File: src/rtl/frame_stage_sequencer.sv
// rtl/frame_stage_sequencer.sv - sequences enabled producer stages through start/done handshakes, then one reader swap
module frame_stage_sequencer #(
    parameter int N_STAGE        = 2,
    parameter int TIMEOUT_CYCLES = 0,
    parameter int FC_W           = 16,
    localparam int IDX_W         = (N_STAGE > 1) ? $clog2(N_STAGE) : 1
) (
    input  logic               clock,
    input  logic               reset,
    input  logic               run,
    input  logic               single,
    input  logic [N_STAGE-1:0] stage_en,
    input  logic               clear_err,
    output logic [N_STAGE-1:0] start,
    input  logic [N_STAGE-1:0] start_ack,
    input  logic [N_STAGE-1:0] done,
    output logic [N_STAGE-1:0] done_ack,
    output logic               swap,
    input  logic               swap_ack,
    output logic               busy,
    output logic [IDX_W-1:0]   stage_idx,
    output logic [FC_W-1:0]    frame_count,
    output logic [N_STAGE:0]   timeout_err
);
    localparam int TW = (TIMEOUT_CYCLES > 1) ? $clog2(TIMEOUT_CYCLES) : 1;
    localparam logic [TW-1:0] T_LAST = (TIMEOUT_CYCLES > 0) ? TW'(TIMEOUT_CYCLES - 1) : '0;

    typedef enum logic [2:0] {IDLE, START, WAIT_DONE, DONE_REL, SWAP_REQ, SWAP_REL} state_t;

    state_t             state, state_d;
    logic [IDX_W-1:0]   idx_d, first_idx, next_idx;
    logic               next_found, leave;
    logic [N_STAGE-1:0] en_q, en_d, start_d, done_ack_d;
    logic               swap_d;
    logic [FC_W-1:0]    fc_d;
    logic [N_STAGE:0]   err_d;
    logic [TW-1:0]      timer, timer_d;

    // first_idx picks from the live mask (frame start); next_idx walks the latched mask
    always_comb begin
        first_idx  = '0;
        next_idx   = '0;
        next_found = 1'b0;
        for (int i = N_STAGE - 1; i >= 0; i--) begin
            if (stage_en[i]) first_idx = IDX_W'(i);
            if (en_q[i] && (i > int'(stage_idx))) begin
                next_idx   = IDX_W'(i);
                next_found = 1'b1;
            end
        end
    end

    always_comb begin
        state_d    = state;
        idx_d      = stage_idx;
        en_d       = en_q;
        start_d    = start;
        done_ack_d = done_ack;
        swap_d     = swap;
        fc_d       = frame_count;
        err_d      = clear_err ? '0 : timeout_err;
        leave      = 1'b0;
        case (state)
            IDLE: begin
                if ((run || single) && (timeout_err == '0)) begin
                    en_d  = stage_en;
                    leave = 1'b1;
                    if (stage_en == '0) begin
                        idx_d   = '0;
                        state_d = SWAP_REQ;
                    end else begin
                        idx_d   = first_idx;
                        state_d = START;
                    end
                end
            end
            START: begin
                // request only rises against a low ack, so a stale ack is never taken
                if (start[stage_idx] && start_ack[stage_idx]) begin
                    start_d[stage_idx] = 1'b0;
                    state_d            = WAIT_DONE;
                    leave              = 1'b1;
                end else if (!start_ack[stage_idx]) begin
                    start_d[stage_idx] = 1'b1;
                end
            end
            WAIT_DONE: begin
                if (done[stage_idx]) begin
                    done_ack_d[stage_idx] = 1'b1;
                    state_d               = DONE_REL;
                    leave                 = 1'b1;
                end
            end
            DONE_REL: begin
                if (!done[stage_idx]) begin
                    done_ack_d[stage_idx] = 1'b0;
                    leave                 = 1'b1;
                    if (next_found) begin
                        idx_d   = next_idx;
                        state_d = START;
                    end else begin
                        state_d = SWAP_REQ;
                    end
                end
            end
            SWAP_REQ: begin
                if (swap && swap_ack) begin
                    swap_d  = 1'b0;
                    state_d = SWAP_REL;
                    leave   = 1'b1;
                end else begin
                    swap_d = 1'b1;
                end
            end
            SWAP_REL: begin
                if (!swap_ack) begin
                    fc_d    = frame_count + 1'b1;
                    idx_d   = '0;
                    state_d = IDLE;
                    leave   = 1'b1;
                end
            end
            default: state_d = IDLE;
        endcase

        if ((TIMEOUT_CYCLES == 0) || (state == IDLE) || leave) timer_d = '0;
        else                                                    timer_d = timer + 1'b1;

        // abort overrides everything decided above, including a coincident clear_err
        if ((TIMEOUT_CYCLES > 0) && (state != IDLE) && !leave && (timer == T_LAST)) begin
            if ((state == SWAP_REQ) || (state == SWAP_REL)) err_d[N_STAGE]   = 1'b1;
            else                                            err_d[stage_idx] = 1'b1;
            state_d    = IDLE;
            idx_d      = '0;
            start_d    = '0;
            done_ack_d = '0;
            swap_d     = 1'b0;
            timer_d    = '0;
        end
    end

    always_ff @(posedge clock or posedge reset) begin
        if (reset) begin
            state       <= IDLE;
            stage_idx   <= '0;
            en_q        <= '0;
            start       <= '0;
            done_ack    <= '0;
            swap        <= 1'b0;
            busy        <= 1'b0;
            frame_count <= '0;
            timeout_err <= '0;
            timer       <= '0;
        end else begin
            state       <= state_d;
            stage_idx   <= idx_d;
            en_q        <= en_d;
            start       <= start_d;
            done_ack    <= done_ack_d;
            swap        <= swap_d;
            busy        <= (state_d != IDLE);
            frame_count <= fc_d;
            timeout_err <= err_d;
            timer       <= timer_d;
        end
    end
endmodule

File: config.mk
export PLATFORM = sky130hd
export DESIGN_NAME = frame_stage_sequencer
export DESIGN_NICKNAME = d
export VERILOG_FILES = /design/src/rtl/frame_stage_sequencer.sv
export SDC_FILE = /design/constraint.sdc
export NUM_CORES = 1
export LEC_CHECK = 0
export CELL_PAD_IN_SITES_DETAIL_PLACEMENT = 1
export CELL_PAD_IN_SITES_GLOBAL_PLACEMENT = 1
export CORE_MARGIN = 1.5
export CORE_UTILIZATION = 40
export CTS_BUF_LIST = sky130_fd_sc_hd__clkbuf_2
export CTS_CLUSTER_SIZE = 20
export DETAILED_ROUTE_END_ITERATION = 8
export HOLD_SLACK_MARGIN = 0.1
export PLACE_DENSITY_LB_ADDON = 0.15
export SLEW_MARGIN = 0
export SYNTH_ARGS = -nofsm -noshare
export SYNTH_HDL_FRONTEND = slang
export SYNTH_SLANG_ARGS = --single-unit
File: constraint.sdc
create_clock -name clock -period 3.2 [get_ports clock]
set_input_delay 0.64 -clock clock [delete_from_list [all_inputs] [get_ports clock]]
set_output_delay 0.64 -clock clock [all_outputs]
set_load 0.02 [all_outputs]
==> results.cfg <==
[global_route]
grt_max_degree = 28
grt_pass1_vias = 1037
grt.total_usage = 0.168
grt_pass1_wl_mm = 4.74
grt_antenna_before_repair = 0
grt-ovfl-total = 0

[power_and_ir_drop]
max-vdd-ir-drop_v = 0.000379
p_leak_nw = 0.744
p_total_mw = 1.16
power_density_nw_per_um2 = 655

[synthesis]
yosys_warnings = 0
synth_flop_cell = dfrtp_1
synth_top_area_share = 0.487
syn-cell-area_um2 = 1390
ys_seq_area_frac = 0.487
async_flop_share = 1.00
synthTopCellsByArea = dfrtp_1 (49%), xnor2_1 (6.9%), nand3_1 (2.9%)
synthCells = 133
ys_types = 41
synth_seq_cells = 27
yosys.area.top_type = dfrtp_1
yosysMostFrequentCell = dfrtp_1
synthTopCellsByCount = dfrtp_1 (27), xnor2_1 (11), nand2_1 (10), nor2_1 (10), nand3_1 (8)
syn_avg_cell_area_um2 = 10.4
synth_enable_flop_cells = 0

[clock_network]
clock_latency_ns = 0.38
root_buffer = clkbuf_2
cts_buffers = 3
cts.sinks = 27
cts-resized-gates = 0
cts_tree = yes
cts_setup_buffers = 0
cts_htree_levels = 1
clk_path_buf_depth = 2
worst_setup_hold_path_clk_slew_ns = 0.24
hold_buffers = 0

[timing]
hold_viol_final = 0
fin_crit_sh = 0.743
holdWs_ns = 0.488
max_clock_freq_ghz = 0.421
rsz0062_at_grt = false
finalCriticalPeriod_ns = 2.38
final-setup-viol-count = 0
setup_tns_ns = 0
finClkSkew_ns = 0.0272
drv_slew = 0

[detailed_routing]
wirelength_mm = 3.05
drt_iter0_drc = 28
via_per_inst = 5.22
wire_per_inst_um = 14.4
num_vias = 1106
drt_pass1_iterations = 4
ant_nets = 0
drc = 0

[critical_path]
max_stage_delay_ns = 0.69
critical_path.max_fanout = 15
crit_slowest_cell = dfrtp_1
start_kind = flip-flop
crit_type = reg2out
path_cells = clkdlybuf4s50_1
crit_path_end_kind = output port
cp_top_family = flip-flops
worstPathRequired_ns = 2.56
cp.buffers_inverters = 1
cp.arrival_ns = 1.74

[die]
io_pins = 38
die_area_um2 = 3830
die_w_um = 61.9
die_h_um = 61.9
start_util = 0.415
rows = 21
core_area_um2 = 3340

[cells_and_area]
synthToLayoutAreaGrowth_pct = 27.4
stdcell_count = 212
post_route_cells_drive_above_1_share = 0.0783
fin_area_um2 = 1770
nFillCells = 395
nNetsFinal = 180
antenna_cells = 0

[placed_design]
dp_hpwl_mm = 2.28
portBuffers = 33
placedCellCount = 208
gp_congestion = 0.713
place_area_um2 = 1740

[hold_path]
hp-class = reg2reg

[flow_run]
maxCapViolCount = 0

[status]
status = finished clean
## cells by family after synthesis
logic type / count (synthesis) / share of synthesized area
buffers and inverters: 10 / 0.0406
XOR/XNOR: 15 / 0.0948
AO/OA/AOI/OAI: 22 / 0.112
multiplexers: 2 / 0.0153
adder cells (fa/ha/maj): 1 / 0.00902
other: 1 / 0.00270
flip-flops: 27 / 0.487
AND/OR/NAND/NOR: 55 / 0.238
## worst paths after layout
path | startpoint | end | slack [ns] | cells past startpoint
worst max-delay path | stage_idx | stage_idx | 0.82 | 1
worst min-delay path | frame_count[15] | frame_count[15] | 0.49 | 1
worst max register to register | state[0] | frame_count[10] | 1.36 | 4
worst min register to register | frame_count[15] | frame_count[15] | 0.49 | 1
max in group asynchronous | reset | frame_count[15] | 2.37 | 3
min in group asynchronous | reset | asynchronous set/reset pin | 0.56 | 3
## cell type report
cell class,instances,area (um^2),share of cell area
inverter,3,11.3,0.00637
tap,46,57.6,0.0326
timing repair buffer,34,338,0.191
sequential,27,676,0.382
multi-input combinational,98,662,0.375
clock buffer,3,15.0,0.00850
clock inverter,1,7.51,0.00425
## stage by stage
stage	utilization	worst slack, ns
floorplan	-	1.56
global placement	0.523	0.969
CTS	0.529	0.803
finish	0.529	0.823
global route	0.529	0.693
detailed placement	0.523	0.889
## power by group
| group | leakage (nW) | internal (mW) | switching, mW |
|---|---|---|---|
| clock network | 0.0126 | 0.0290 | 0.107 |
| logic | 0.385 | 0.247 | 0.228 |
| registers | 0.347 | 0.417 | 0.130 |
## layer usage
metal / GRT usage / share of wire / up-vias / routed length, um
met5: 0 / 0 / - / 0
met4: 0.0456 / 0.017 / 0 / 52
met3: 0.0435 / 0.044 / 6 / 135
met2: 0.254 / 0.47 / 31 / 1420
met1: 0.240 / 0.47 / 542 / 1440
li1: - / - / 527 / -
## cell usage in the layout, fill, tap and decap left out, drive strengths merged, types with 2 or more instances in the layout
cell,n
and3,3
or3,3
nor3,3
nand2b,2
o32a,2
nand3,8
nor2,11
inv,3
xor2,4
xnor2,11
nand2,10
conb,3
o21ai,2
clkdlybuf4s50,33
or2,2
dfrtp,27
a21oi,7
nor2b,3
a31oi,3
nand4,3
clkbuf,3
No activity file was read; power rests on OpenSTA's default activity.
